File: config.mk
export PLATFORM = sky130hd
export DESIGN_NAME = clock_divider_multi_flat
export DESIGN_NICKNAME = d
export VERILOG_FILES = /design/src/rtl/clock_divider_multi_if.sv /design/src/rtl/clock_divider_multi.sv /design/src/flat_wrapper.sv
export SDC_FILE = /design/constraint.sdc
export NUM_CORES = 1
export LEC_CHECK = 0
export BUFFER_PORTS_ARGS = -buffer_cell sky130_fd_sc_hd__buf_2
export CAP_MARGIN = 20
export CORE_ASPECT_RATIO = 0.7
export CORE_MARGIN = 2
export CORE_UTILIZATION = 30
export CTS_CLUSTER_DIAMETER = 120
export DETAILED_ROUTE_END_ITERATION = 6
export GPL_TIMING_DRIVEN = 0
export PLACE_DENSITY = 0.41
export SYNTH_ARGS = -nofsm -noshare
export SYNTH_HDL_FRONTEND = slang
export SYNTH_SLANG_ARGS = --single-unit
File: constraint.sdc
create_clock -name clk -period 10.3 [get_ports clk]
set_input_delay 2.06 -clock clk [delete_from_list [all_inputs] [get_ports clk]]
set_output_delay 2.06 -clock clk [all_outputs]
set_load 0.005 [all_outputs]
File: src/rtl/clock_divider_multi_if.sv
// Configuration port of clock_divider_multi: a valid/ready write channel
// carrying {channel, ratio, high time}, plus the per-channel pending flags.
interface clock_divider_multi_if #(
  parameter int NUM_CH = 4,
  parameter int DIV_W  = 26,
  parameter int CH_W   = (NUM_CH > 1) ? $clog2(NUM_CH) : 1
);
  logic              cfg_valid;
  logic              cfg_ready;
  logic [CH_W-1:0]   cfg_ch;
  logic [DIV_W-1:0]  cfg_div;
  logic [DIV_W-1:0]  cfg_high;
  logic [NUM_CH-1:0] cfg_pending;

  modport master (
    output cfg_valid, cfg_ch, cfg_div, cfg_high,
    input  cfg_ready, cfg_pending
  );

  modport slave (
    input  cfg_valid, cfg_ch, cfg_div, cfg_high,
    output cfg_ready, cfg_pending
  );
endinterface

File: src/rtl/clock_divider_multi.sv
// Multi-channel programmable clock/tick generator. Each channel divides clk
// by a runtime ratio D with high time H (low phase first) and emits a
// one-cycle tick on the last cycle of each period. New {D,H} pairs are held
// in a shadow register and only take effect at a period boundary, on
// disable, or on a global sync pulse, so out_clk never produces runt pulses.
module clock_divider_multi #(
  parameter int NUM_CH      = 4,
  parameter int DIV_W       = 26,
  parameter int DEFAULT_DIV = 50000,
  localparam int CH_W       = (NUM_CH > 1) ? $clog2(NUM_CH) : 1
) (
  input  logic                 clk,
  input  logic                 rst_n,
  input  logic [NUM_CH-1:0]    ch_en,
  input  logic                 sync,
  clock_divider_multi_if.slave cfg,
  output logic [NUM_CH-1:0]    out_clk,
  output logic [NUM_CH-1:0]    tick
);

  localparam logic [DIV_W-1:0] DEF_DIV  = DIV_W'(DEFAULT_DIV);
  localparam logic [DIV_W-1:0] DEF_HIGH = DIV_W'(DEFAULT_DIV / 2);
  localparam logic [DIV_W-1:0] MIN_DIV  = DIV_W'(2);
  localparam logic [DIV_W-1:0] ONE      = DIV_W'(1);
  localparam logic [DIV_W-1:0] ZERO     = DIV_W'(0);

  // Ratios below 2 cannot form a period with a distinct boundary.
  function automatic logic [DIV_W-1:0] eff_div(input logic [DIV_W-1:0] div);
    if (div < MIN_DIV) begin
      return MIN_DIV;
    end else begin
      return div;
    end
  endfunction

  // High time is limited to the whole period (constant-high output).
  function automatic logic [DIV_W-1:0] eff_high(input logic [DIV_W-1:0] high,
                                                input logic [DIV_W-1:0] d);
    if (high > d) begin
      return d;
    end else begin
      return high;
    end
  endfunction

  logic [DIV_W-1:0]  cnt_r     [NUM_CH];
  logic [DIV_W-1:0]  div_r     [NUM_CH];
  logic [DIV_W-1:0]  high_r    [NUM_CH];
  logic [DIV_W-1:0]  sh_div_r  [NUM_CH];
  logic [DIV_W-1:0]  sh_high_r [NUM_CH];
  logic [NUM_CH-1:0] pending_r;
  logic [NUM_CH-1:0] out_clk_r;
  logic [NUM_CH-1:0] tick_r;

  logic [DIV_W-1:0]  d_s       [NUM_CH];
  logic [DIV_W-1:0]  h_s       [NUM_CH];
  logic [DIV_W-1:0]  low_len_s [NUM_CH];
  logic [NUM_CH-1:0] wrap_s;
  logic [NUM_CH-1:0] apply_s;
  logic [NUM_CH-1:0] sel_s;
  logic [NUM_CH-1:0] accept_s;
  logic              ch_valid_s;
  logic              ready_s;

  // Decode the target channel; out-of-range writes are always ready and dropped.
  always_comb begin
    sel_s      = '0;
    ch_valid_s = 1'b0;
    ready_s    = 1'b0;
    accept_s   = '0;
    for (int i = 0; i < NUM_CH; i++) begin
      sel_s[i] = (cfg.cfg_ch == CH_W'(i));
    end
    ch_valid_s = |sel_s;
    if (!rst_n) begin
      ready_s = 1'b0;
    end else if (!ch_valid_s) begin
      ready_s = 1'b1;
    end else begin
      ready_s = ~|(pending_r & sel_s);
    end
    accept_s = sel_s & {NUM_CH{cfg.cfg_valid & ready_s}};
  end

  // Effective ratio/high time, period boundary and config-apply condition.
  always_comb begin
    for (int i = 0; i < NUM_CH; i++) begin
      d_s[i]       = eff_div(div_r[i]);
      h_s[i]       = eff_high(high_r[i], d_s[i]);
      low_len_s[i] = d_s[i] - h_s[i];
      wrap_s[i]    = (cnt_r[i] == (d_s[i] - ONE));
      apply_s[i]   = pending_r[i] & (~ch_en[i] | sync | wrap_s[i]);
    end
  end

  // Per-channel counter, shadow/active config and registered outputs.
  always_ff @(posedge clk) begin
    for (int i = 0; i < NUM_CH; i++) begin
      if (!rst_n) begin
        cnt_r[i]     <= ZERO;
        div_r[i]     <= DEF_DIV;
        high_r[i]    <= DEF_HIGH;
        sh_div_r[i]  <= ZERO;
        sh_high_r[i] <= ZERO;
        pending_r[i] <= 1'b0;
        out_clk_r[i] <= 1'b0;
        tick_r[i]    <= 1'b0;
      end else begin
        if (!ch_en[i]) begin
          cnt_r[i]     <= ZERO;
          out_clk_r[i] <= 1'b0;
          tick_r[i]    <= 1'b0;
        end else if (sync) begin
          // Restart at phase 0; the interrupted period gets no tick.
          cnt_r[i]     <= ZERO;
          out_clk_r[i] <= (cnt_r[i] >= low_len_s[i]);
          tick_r[i]    <= 1'b0;
        end else begin
          cnt_r[i]     <= wrap_s[i] ? ZERO : (cnt_r[i] + ONE);
          out_clk_r[i] <= (cnt_r[i] >= low_len_s[i]);
          tick_r[i]    <= wrap_s[i];
        end

        // Accept and apply are exclusive per channel: ready needs pending=0.
        if (apply_s[i]) begin
          div_r[i]     <= sh_div_r[i];
          high_r[i]    <= sh_high_r[i];
          pending_r[i] <= 1'b0;
        end else if (accept_s[i]) begin
          sh_div_r[i]  <= cfg.cfg_div;
          sh_high_r[i] <= cfg.cfg_high;
          pending_r[i] <= 1'b1;
        end else begin
          pending_r[i] <= pending_r[i];
        end
      end
    end
  end

  assign cfg.cfg_ready   = ready_s;
  assign cfg.cfg_pending = pending_r;
  assign out_clk         = out_clk_r;
  assign tick            = tick_r;

endmodule

File: src/flat_wrapper.sv
// flat-port wrapper written by rule: the top's interface ports become plain ports
module clock_divider_multi_flat 
#(
  parameter int NUM_CH      = 4,
  parameter int DIV_W       = 26,
  parameter int DEFAULT_DIV = 50000,
  localparam int CH_W       = (NUM_CH > 1) ? $clog2(NUM_CH) : 1
)
  (clk, rst_n, ch_en, sync, out_clk, tick, cfg_cfg_valid, cfg_cfg_ch, cfg_cfg_div, cfg_cfg_high, cfg_cfg_ready, cfg_cfg_pending);
  clock_divider_multi_if #(.NUM_CH(NUM_CH), .DIV_W(DIV_W)) cfg_i ();
  input  logic clk;
  input  logic rst_n;
  input  logic [NUM_CH-1:0] ch_en;
  input  logic sync;
  output logic [NUM_CH-1:0] out_clk;
  output logic [NUM_CH-1:0] tick;
  input wire logic [$bits(cfg_i.cfg_valid)-1:0] cfg_cfg_valid;
  input wire logic [$bits(cfg_i.cfg_ch)-1:0] cfg_cfg_ch;
  input wire logic [$bits(cfg_i.cfg_div)-1:0] cfg_cfg_div;
  input wire logic [$bits(cfg_i.cfg_high)-1:0] cfg_cfg_high;
  output wire logic [$bits(cfg_i.cfg_ready)-1:0] cfg_cfg_ready;
  output wire logic [$bits(cfg_i.cfg_pending)-1:0] cfg_cfg_pending;
  assign cfg_i.cfg_valid = cfg_cfg_valid;
  assign cfg_i.cfg_ch = cfg_cfg_ch;
  assign cfg_i.cfg_div = cfg_cfg_div;
  assign cfg_i.cfg_high = cfg_cfg_high;
  assign cfg_cfg_ready = cfg_i.cfg_ready;
  assign cfg_cfg_pending = cfg_i.cfg_pending;
  clock_divider_multi #(.NUM_CH(NUM_CH), .DIV_W(DIV_W), .DEFAULT_DIV(DEFAULT_DIV)) u_core (.clk(clk), .rst_n(rst_n), .ch_en(ch_en), .sync(sync), .cfg(cfg_i), .out_clk(out_clk), .tick(tick));
endmodule
# After elaboration in Yosys (flattened, before gate mapping)
# Memories as Yosys holds them, arrays and structs flattened.
# Cells that the tools add are included.
# word_totals
ff_bits,12
ramBits,520
inputBits,62
out_inout_bits,13
word_cells,221
n_memories,5
# mem_list
name,depth,width,rd,rd_clocked_by_memory_dff,write_ports,line,rtl
u_core.cnt_r,4,26,4,0,4,clock_divider_multi.sv:46,logic [DIV_W-1:0] cnt_r [NUM_CH];
u_core.div_r,4,26,4,0,4,clock_divider_multi.sv:47,logic [DIV_W-1:0] div_r [NUM_CH];
u_core.high_r,4,26,4,0,4,clock_divider_multi.sv:48,logic [DIV_W-1:0] high_r [NUM_CH];
u_core.sh_div_r,4,26,4,0,4,clock_divider_multi.sv:49,logic [DIV_W-1:0] sh_div_r [NUM_CH];
u_core.sh_high_r,4,26,4,0,4,clock_divider_multi.sv:50,logic [DIV_W-1:0] sh_high_r [NUM_CH];
# classes
add_sub_neg,12
order_cmp,12
eq_ne,7
mux,109
n_bitwise,48
reduce_logical,16
# op_table
cell,n
2-to-1 mux 26 bit,40
"adder 26 x 1 -> 26 bit, second input constant",4
== test 26 bit,4
>= comparator 26 bit,4
> comparator 26 bit,4
"< comparator 26 x 2 -> 1 bit, second input constant",4
"subtractor 26 x 1 -> 26 bit, second input constant",4
subtractor 26 bit,4
2-to-1 mux 1 bit,69
bitwise OR 1 bit,36
OR reduction 3 bit,4
AND 4 bit,2
AND reduction 2 bit,4
OR reduction 2 bit,4
OR reduction 4 bit,2
AND 1 bit,5
NOT 1 bit,5
"== test 2 bit, second input constant",2
"== test 2 x 1 -> 1 bit, second input constant",1
zero test 2 bit,1
zero test 1 bit,1

# Depth between registers and ports, before layout
# Gate-level depths: netlist of run 1.
# depth
word_depth,13
ltp_mapped,38
mapped_depth_nobuf,36

# Worst setup path before layout of run 1
# No wires, ideal clock.
# synth_timing
path_type,register to register
start,"memory u_core.div_r[2][11], in the netlist u_core.div_r[1][11]"
end,"memory u_core.div_r[2][0], in the netlist u_core.div_r[1][0] (enable)"
setup_time_ns,0.541
arrival_ns,8.026
required_ns,9.759
setup_slack_ns,1.733
path_stages_with_launch,16
n_path_buf,1
synth_period_minus_slack_ns,8.567
path_cell_list,edfxtp_1 -> or4_1 -> buf_2 -> nor4_4 -> and2_1 -> a21o_1 -> ha_1 -> or4b_1 -> nor4_1 -> nand2_1 -> xnor2_1 -> nor4_1 -> o2111ai_1 -> or3_1 -> nand3_1 -> a21boi_0
# synth_lines
item,line
"start, declared",clock_divider_multi.sv:47

==> qor.txt, run 1 <==
CTS tree: built
routability congestion estimate: 0.8789
Sink Count: 532
# rows: 106
H-tree depth: 2
initial antenna violation count: 42
RSZ-0062 raised after global routing: false
die height: 293.5 µm
Seq cells post-synth: 532
Worst Skew: 0.02995 ns
die area: 122500 µm²
Clk Latency, worst-skew pair: 0.65 ns
post-DP HPWL: 89340 µm
fmax: 0.1048 GHz
total gr overflow: 0
Synth Warn #: 0
Seq/Total Area, Yosys: 44.15%
detailed-route wire length per cell: 21.04 µm
CP startpoint kind: flop
DRT Pass-1 Iters: 5
Initial Utilization: 30.16%
die width: 417.6 µm
number of hold violations in the final report: 0
Worst Path Max Fanout: 10
Placement Cell Area: 39130 µm²
cts bufs inserted: 58
P_leak: 0.01624 µW
first-pass GRT wire length: 167100 µm
Critical Path Sink: u_core.out_clk[1]
Synth Cell Area: 35920 µm²
Port Buffer Count: 73
top post-synthesis cells by area: edfxtp_1 43%, ha_1 11%, and2_1 6.6%
vias in the first global route: 25230
Reg-to-Reg End: u_core.out_clk[1]
cells after synthesis: 3522
RR Startpoint: u_core.div_r[0][31]
HP Class: flop to flop
CP delay by family, top: compound AO/OA/AOI/OAI gates
cells on worst reg2reg path: 35
num ports: 75
CP dominant cell by count: o21ai_0
highest-delay cell along the critical path: or4_4
# Max-Cap Violations: 0
FFs w/ async S/R, synth: 0%
top_reg_cell synth: edfxtp_1
# Post-CTS Setup Buffers: 0
Bufs and invs on worst path: 3
CTS clk-pin slew, worst paths: 0.06 ns
Power Density: 147.0 nW/µm²
gr usage total: 18.36%
post-route cell area: 41010 µm²
status: complete, no violations
top cell type's share of synthesized area: 43.48%
WS Path Type: flop to flop
total wire length: 113600 µm
Tcrit/Tclk final: 92.66%
final worst path period need: 9.544 ns
clock root buffer: clkbuf_16
Antenna Nets Post-Route: 0
Worst Setup SP: u_core.div_r[0][31]
Critical Path End Type: flop
slowest stage delay, CP: 0.60 ns
Max VDD drop: 0.1060 mV
Worst R2R Setup Slack: 0.76 ns
Synth Area per Inst: 10.20 µm²
Hold-fix buffers, CTS: 0
WP data arrival: 10.06 ns
EDFF count, synth: 520
Core Util, Final: 34.44%
relative slew slack: 25.85%
required time worst endpoint: 10.81 ns
synthesis-to-finish area growth: 14.20%
Worst-Margin Slew: 1.105 ns
Vias/cell: 4.955
post_cts resized: 0
most frequent cell after synthesis: edfxtp_1
1st-iter DRT viols: 2594
largest net degree at the start of global routing: 28
via count: 26750
CTS Buffer Depth: 3
Final Max Tran Viols: 0
DRC violations left: 0
Synth cell types: 91
Core Box Area: 119100 µm²
fraction of layout instances using a drive strength above 1: 6.726%
synth cell count leaders: 520 x edfxtp_1, 378 x and2_1, 316 x ha_1
count of final setup violators: 0
Levels on crit path: 35
nets@finish: 4159
largest area contributor in the synthesized netlist: edfxtp_1
## final cells by class
class                      count  area [µm²]
clock inverter                37       322.8
timing repair buffer          92       784.5
antenna                       11       27.53
inverter                     167       626.9
buffer                       201       829.5
sequential                   532       15860
clock buffer                  67        1506
multi-input combinational   2725       19100
tap                         1566        1959
fill                       12320       78080
## worst min-delay path by stage
stage | startpoint | end | slack (ns) | depth (start not counted)
detailed placement | u_core.sh_high_r[0][39] | u_core.high_r[1][13] | 0.48 | 1
CTS | u_core.sh_div_r[0][19] | u_core.div_r[0][19] | 0.49 | 1
floorplan | u_core.sh_div_r[0][14] | u_core.div_r[0][14] | 0.48 | 1
global route | u_core.sh_div_r[0][19] | u_core.div_r[0][19] | 0.50 | 1
finish | u_core.sh_div_r[0][19] | u_core.div_r[0][19] | 0.50 | 1
global placement | u_core.sh_high_r[0][39] | u_core.high_r[1][13] | 0.48 | 1
## logic make-up (layout without fill, tap and decap cells)
group,after synthesis,after routing,synth area share (%)
mux,82,82,2.296
xor+xnor,295,295,7.194
other cells,1,115,0.01044
compound gates,575,575,10.55
buf+inv,368,564,4.048
simple gates,1349,1349,20.53
flops,532,532,44.15
fa+ha+maj,320,320,11.23
## per-layer routing
metal | vias to the layer above | wire length, µm | global-route usage, %
met5 | - | 46 | 0
met4 | 6 | 2413 | 4.244
met3 | 115 | 8562 | 3.213
met2 | 711 | 43620 | 24.58
met1 | 12790 | 58930 | 29.67
li1 | 13130 | - | -
## per-stage QoR
step | total power [µW] | hold WS [ns] | setup TNS, ns | std cells | setup WS, ns
after floorplan | 3539 | 0.4773 | 0 | 3625 | 1.733
after global placement | 3954 | 0.4804 | -348.82 | 5264 | -2.730
after detailed placement | 3957 | 0.4845 | 0 | 5282 | 0.2937
after CTS | 6097 | 0.4895 | 0 | 5386 | 0.2432
after global routing | 6362 | 0.4953 | 0 | 5388 | 0.1075
final | 6030 | 0.4960 | 0 | 5398 | 0.7560
## power by group
group	total (µW)	internal [µW]	switching (µW)
sequential	2570	2480	91.4
combinational	1350	560	794
clock	2110	1170	942
total	6030	4200	1830
## sequential cells by signal, indices dropped and copies added (netlist names)
register	count
u_core.high_r	104
u_core.cnt_r	104
u_core.cfg.cfg_pending	4
u_core.sh_high_r	104
u_core.tick	4
u_core.out_clk	4
u_core.sh_div_r	104
u_core.div_r	104
## placed cells by master, fill, tap and decap left out, types with 16 or more instances in the layout
cell | Yosys | final
ha_1 | 316 | 316
o211ai_1 | 16 | 16
conb_1 | 1 | 104
and3_1 | 45 | 45
and4_1 | 18 | 18
nor2_1 | 282 | 282
mux2i_1 | 79 | 79
o21a_1 | 44 | 44
nand2_1 | 151 | 150
and2_1 | 378 | 378
buf_2 | 15 | 89
a31oi_1 | 19 | 19
o21ai_0 | 104 | 100
o31ai_1 | 17 | 17
nand3_1 | 95 | 95
xnor2_1 | 146 | 146
xor2_1 | 149 | 149
a21o_1 | 88 | 88
nand2b_1 | 56 | 56
clkbuf_1 | 170 | 176
a21oi_1 | 153 | 153
nand4_1 | 91 | 91
nor2b_1 | 35 | 35
clkbuf_16 | 0 | 59
inv_1 | 167 | 167
edfxtp_1 | 520 | 520
nor4_1 | 35 | 34
nor3_1 | 57 | 55
or3_1 | 44 | 44
a211oi_1 | 21 | 21
No activity file was read; power rests on OpenSTA's default activity.
==> run 2, diff against run 1 <==
--- a/config.mk
+++ b/config.mk
@@ -5,15 +5,18 @@
 export SDC_FILE = /design/constraint.sdc
 export NUM_CORES = 1
 export LEC_CHECK = 0
+export ABC_CLOCK_PERIOD_IN_PS = 10300
 export BUFFER_PORTS_ARGS = -buffer_cell sky130_fd_sc_hd__buf_2
 export CAP_MARGIN = 20
+export CELL_PAD_IN_SITES_DETAIL_PLACEMENT = 1
+export CELL_PAD_IN_SITES_GLOBAL_PLACEMENT = 1
 export CORE_ASPECT_RATIO = 0.7
 export CORE_MARGIN = 2
-export CORE_UTILIZATION = 30
+export CORE_UTILIZATION = 51
 export CTS_CLUSTER_DIAMETER = 120
 export DETAILED_ROUTE_END_ITERATION = 6
 export GPL_TIMING_DRIVEN = 0
-export PLACE_DENSITY = 0.41
+export PLACE_DENSITY = 0.78
 export SYNTH_ARGS = -nofsm -noshare
 export SYNTH_HDL_FRONTEND = slang
 export SYNTH_SLANG_ARGS = --single-unit
==> run 2 against run 1 <==
Against the previous run:
- fmax decreased by 2.1%
- critical path type unchanged
- power decreased by 0.95%
- worst setup slack got worse by 0.21 ns
- die area decreased by 41%
- routed wire length decreased by 0.16%
- clock power decreased by 4%
- clock-buffer cell count increased by 5
==> qor.txt, run 2 (synthesis results as in run 1) <==
status: complete, no violations
CTS tree: built
Clk Latency, worst-skew pair: 0.65 ns
initial antenna violation count: 32
RR Startpoint: u_core.div_r[1][17]
Power Density: 149.6 nW/µm²
relative slew slack: 25.56%
final worst path period need: 9.752 ns
Worst Setup SP: u_core.div_r[1][17]
cts bufs inserted: 54
most frequent cells in the layout: 520 x edfxtp_1, 378 x and2_1, 316 x ha_1
area occupied by multi-input gates: 19100 µm²
DRT Pass-1 Iters: 5
detailed-route wire length per cell: 23.99 µm
1st-iter DRT viols: 2566
# Max-Cap Violations: 0
Fin Hold WS: 0.5039 ns
Worst Path Max Fanout: 10
DRC violations left: 0
required time worst endpoint: 10.88 ns
gr usage total: 31.24%
count of final setup violators: 0
largest net degree at the start of global routing: 34
post-DP HPWL: 89000 µm
slowest stage delay, CP: 0.78 ns
Reg-to-Reg End: u_core.out_clk[2]
Levels on crit path: 31
CTS clk-pin slew, worst paths: 0.06 ns
total gr overflow: 0
clock root buffer: clkbuf_16
Worst-Margin Slew: 1.109 ns
vias in the first global route: 29540
WS Path Type: flop to flop
CP dominant cell by count: o21a_1
CP startpoint kind: flop
post-route cell area: 39930 µm²
P_leak: 0.01612 µW
Sink Count: 532
first-pass GRT wire length: 173200 µm
fmax: 0.1025 GHz
die width: 321.2 µm
most common cell after layout, fill and taps aside: edfxtp_1
Vias/cell: 6.026
num ports: 75
Port Buffer Count: 73
Placement Cell Area: 38140 µm²
Antenna Nets Post-Route: 0
cells on worst reg2reg path: 31
CTS Buffer Depth: 3
Core Box Area: 69730 µm²
CP delay by family, top: compound AO/OA/AOI/OAI gates
Worst Skew: 0.01424 ns
Bufs and invs on worst path: 2
nets@finish: 4148
die height: 226.0 µm
Max VDD drop: 0.1309 mV
H-tree depth: 2
Initial Utilization: 51.51%
Final Max Tran Viols: 0
highest-delay cell along the critical path: nor4_2
total wire length: 113400 µm
die area: 72590 µm²
synthesis-to-finish area growth: 11.17%
Tcrit/Tclk final: 94.68%
Critical Path Sink: u_core.out_clk[2]
WP data arrival: 10.33 ns
Reg area: 15860 µm²
RSZ-0062 raised after global routing: false
Critical Path End Type: flop
HP Class: flop to flop
routability congestion estimate: 0.9442
number of hold violations in the final report: 0
fraction of layout instances using a drive strength above 1: 6.534%
fillers: 7742
# rows: 81
Worst R2R Setup Slack: 0.55 ns
via count: 28490
## run 2: cell count changes in the layout (fill, tap and decap cells not counted), moves of 2 or more
cell / change
clkinv_2: -2
clkbuf_16: -2
bufinv_16: -3
clkbuf_8: +7
buf_16: -6
clkinv_4: +2
clkinv_1: -4
diode_2: -8
## run 2: timing repair
action | 4_1_cts | 5_1_grt
setup buffers | 0 | 0
endpoints found under the setup margin | 0 | 1
hold buffers | 0 | 0
resized for setup | 0 | 5
## run 2: through the flow
step	setup WS, ns	std cells	total power, µW	util (%)	TNS [ns]
final	0.5483	4727	5972	57.26	0
after global routing	0.2321	4724	6229	57.25	0
after CTS	0.3840	4724	5983	57.23	0
after detailed placement	0.4445	4623	3959	54.70	0
after global placement	-1.330	4611	3868	54.23	-162.01
after floorplan	1.733	3625	3539	-	0
## run 2: per-layer routing
metal,GRT usage (%),wire [µm],vias to the layer above
li1,-,-,13070
met1,44.54,50510,14290
met2,48.39,49800,971
met3,6.869,10720,151
met4,7.537,2355,2
met5,0,13,-
## run 2: how the worst min path moves through the flow
stage / endpoint / slack (ns) / start / cells past startpoint
floorplan: u_core.div_r[0][14] / 0.48 / u_core.sh_div_r[0][14] / 1
global placement: u_core.div_r[0][35] / 0.48 / u_core.sh_div_r[0][35] / 1
detailed placement: u_core.high_r[1][7] / 0.49 / u_core.sh_high_r[0][33] / 1
CTS: u_core.high_r[1][8] / 0.51 / u_core.sh_high_r[0][34] / 1
global route: u_core.div_r[0][34] / 0.52 / u_core.sh_div_r[0][34] / 1
finish: u_core.div_r[0][4] / 0.50 / u_core.sh_div_r[0][4] / 1
## run 2: area by class of cell
class | instances | area share (%)
repair buffers | 85 | 1.510
well taps | 913 | 2.861
diodes | 3 | 0.01880
inverters | 167 | 1.570
plain buffers | 201 | 2.074
multi-input cells | 2725 | 47.83
clock inverters | 29 | 0.5421
clock buffers | 72 | 3.889
flip-flops and latches | 532 | 39.71
## run 2: power breakdown
part	total, µW	internal [µW]	switching [µW]	leakage, µW
clock network	2030	1110	917	0.000859
logic	1370	557	817	0.00993
registers	2570	2480	94.1	0.00533
total	5970	4140	1830	0.0161
==> run 3, diff against run 2 <==
--- a/config.mk
+++ b/config.mk
@@ -6,13 +6,14 @@
 export NUM_CORES = 1
 export LEC_CHECK = 0
 export ABC_CLOCK_PERIOD_IN_PS = 10300
-export BUFFER_PORTS_ARGS = -buffer_cell sky130_fd_sc_hd__buf_2
+export BUFFER_PORTS_ARGS = -buffer_cell sky130_fd_sc_hd__clkbuf_2
 export CAP_MARGIN = 20
 export CELL_PAD_IN_SITES_DETAIL_PLACEMENT = 1
 export CELL_PAD_IN_SITES_GLOBAL_PLACEMENT = 1
 export CORE_ASPECT_RATIO = 0.7
 export CORE_MARGIN = 2
 export CORE_UTILIZATION = 51
+export CTS_BUF_LIST = sky130_fd_sc_hd__clkbuf_8 sky130_fd_sc_hd__clkbuf_16
 export CTS_CLUSTER_DIAMETER = 120
 export DETAILED_ROUTE_END_ITERATION = 6
 export GPL_TIMING_DRIVEN = 0
==> run 3 against run 2 <==
Against the previous run:
- largest power group unchanged
- final area increased by 0.23%
- critical path depth increased by 4
- sequential cell count unchanged
- die area unchanged
- register-to-register slack improved by 0.06 ns
- utilization increased by 0.13 points
- first-iteration DRC count increased by 0.94%
- worst setup slack improved by 0.060 ns
- clock-buffer cell count decreased by 15
- critical path type unchanged
- via count decreased by 0.14%
==> qor.txt, run 3 (synthesis results as in run 1) <==
die area: 72590 µm²
DRT Pass-1 Iters: 5
final worst slack: 0.6079 ns
die height: 226.0 µm
highest-delay cell along the critical path: or4_4
setup TNS: 0 ns
Critical Path Sink: u_core.out_clk[1]
Worst-Margin Slew: 1.165 ns
gr usage total: 31.49%
CTS Buffer Depth: 3
Tcrit/Tclk final: 94.10%
WS Path Type: flop to flop
largest net degree at the start of global routing: 34
most frequent cells in the layout: 520 x edfxtp_1, 378 x and2_1, 316 x ha_1
Worst R2R Setup Slack: 0.61 ns
Clk Latency, worst-skew pair: 0.65 ns
detailed-route wire length per cell: 24.19 µm
Initial Utilization: 51.51%
CP dominant cell by count: o21ai_0
Core Util, Final: 57.39%
sequential share of power: 42.2%
clock root buffer: clkbuf_16
synthesis-to-finish area growth: 11.43%
Bufs and invs on worst path: 3
HP Class: flop to flop
Final Max Tran Viols: 0
1st-iter DRT viols: 2590
count of final setup violators: 0
Power Density: 152.3 nW/µm²
Levels on crit path: 35
WP data arrival: 10.21 ns
cts bufs inserted: 55
Core Box Area: 69730 µm²
nets@finish: 4149
# Post-CTS Setup Buffers: 0
num ports: 75
# rows: 81
RR Startpoint: u_core.div_r[0][31]
Net Sw Power: 1852 µW
post_cts resized: 0
die width: 321.2 µm
Hold-fix buffers, CTS: 0
Clk network pwr share: 35.3%
H-tree depth: 2
routability congestion estimate: 0.9348
Comb pwr share: 22.6%
CTS tree: built
Port Buffer Count: 73
CP delay by family, top: compound AO/OA/AOI/OAI gates
total gr overflow: 0
Pwr Total: 6094 µW
CP startpoint kind: flop
Placement Cell Area: 38120 µm²
DRC violations left: 0
Worst Setup SP: u_core.div_r[0][31]
most common cell after layout, fill and taps aside: edfxtp_1
final worst path period need: 9.692 ns
number of hold violations in the final report: 0
required time worst endpoint: 10.82 ns
Critical Path End Type: flop
CTS clk-pin slew, worst paths: 0.07 ns
Vias/cell: 6.018
first-pass GRT wire length: 173700 µm
P_leak: 0.01619 µW
Sink Count: 532
Worst Path Max Fanout: 10
Worst Skew: 0.01639 ns
cells on worst reg2reg path: 35
cell internal pwr: 4242 µW
pre-CTS setup slack: 0.4486 ns
fraction of layout instances using a drive strength above 1: 6.558%
Sw Share: 30.39%
fmax: 0.1032 GHz
relative slew slack: 21.81%
slowest stage delay, CP: 0.58 ns
via count: 28450
total wire length: 114300 µm
initial antenna violation count: 25
Antenna Nets Post-Route: 0
Reg-to-Reg End: u_core.out_clk[1]
post-route cell area: 40020 µm²
post-DP HPWL: 89850 µm
Max VDD drop: 0.1183 mV
status: complete, no violations
vias in the first global route: 29440
# Max-Cap Violations: 0
[run 3: changes by cell type in the layout (fill, tap and decap cells not counted), moves of 6 or more]
cell,previous run,this run
clkbuf_2,5,78
bufinv_16,2,8
buf_2,89,16
clkbuf_8,7,0
clkbuf_1,177,169
inv_1,167,174
[run 3: how the worst min path moves through the flow]
stage,startpoint,endpoint,slack [ns],cells after the start
2_1_floorplan,u_core.sh_div_r[0][14],u_core.div_r[0][14],0.48,1
3_3_place_gp,u_core.sh_div_r[0][35],u_core.div_r[0][35],0.48,1
3_5_place_dp,u_core.sh_div_r[1][15],u_core.div_r[1][15],0.49,1
4_1_cts,u_core.sh_div_r[1][15],u_core.div_r[1][15],0.51,1
5_1_grt,u_core.sh_div_r[1][4],u_core.div_r[1][4],0.52,1
6_report,u_core.sh_div_r[1][4],u_core.div_r[1][4],0.51,1
[run 3: area by class of cell]
class | instances | area [µm²]
Clock inverter | 45 | 456.7
Sequential cell | 532 | 15860
Timing Repair Buffer | 85 | 588.1
Clock buffer | 57 | 1426
Multi-Input combinational cell | 2725 | 19090
Tap cell | 913 | 1142
Antenna cell | 2 | 5.005
Buffer | 201 | 828.3
Fill cell | 7742 | 29710
Inverter | 167 | 626.9
[run 3: power by group through the flow]
stage	combinational, µW	clock, µW	sequential [µW]
floorplan	952	0	2590
global placement	1240	0	2630
detailed placement	1340	0	2610
CTS	1360	2180	2570
global route	1530	2250	2580
finish	1380	2150	2570
[run 3: per-layer routing]
| metal | track usage, % | routed length (µm) | vias to the layer above |
|---|---|---|---|
| met5 | 0 | 37 | - |
| met4 | 7.989 | 2467 | 6 |
| met3 | 8.161 | 11490 | 155 |
| met2 | 49.04 | 50430 | 981 |
| met1 | 43.71 | 49920 | 14240 |
| li1 | - | - | 13070 |
[run 3: per-stage QoR]
stage          hold slack (ns)  cells
6_report                0.5052   4727
5_1_grt                 0.5165   4725
4_1_cts                 0.5092   4725
3_5_place_dp            0.4946   4623
3_3_place_gp            0.4841   4611
2_1_floorplan           0.4773   3625
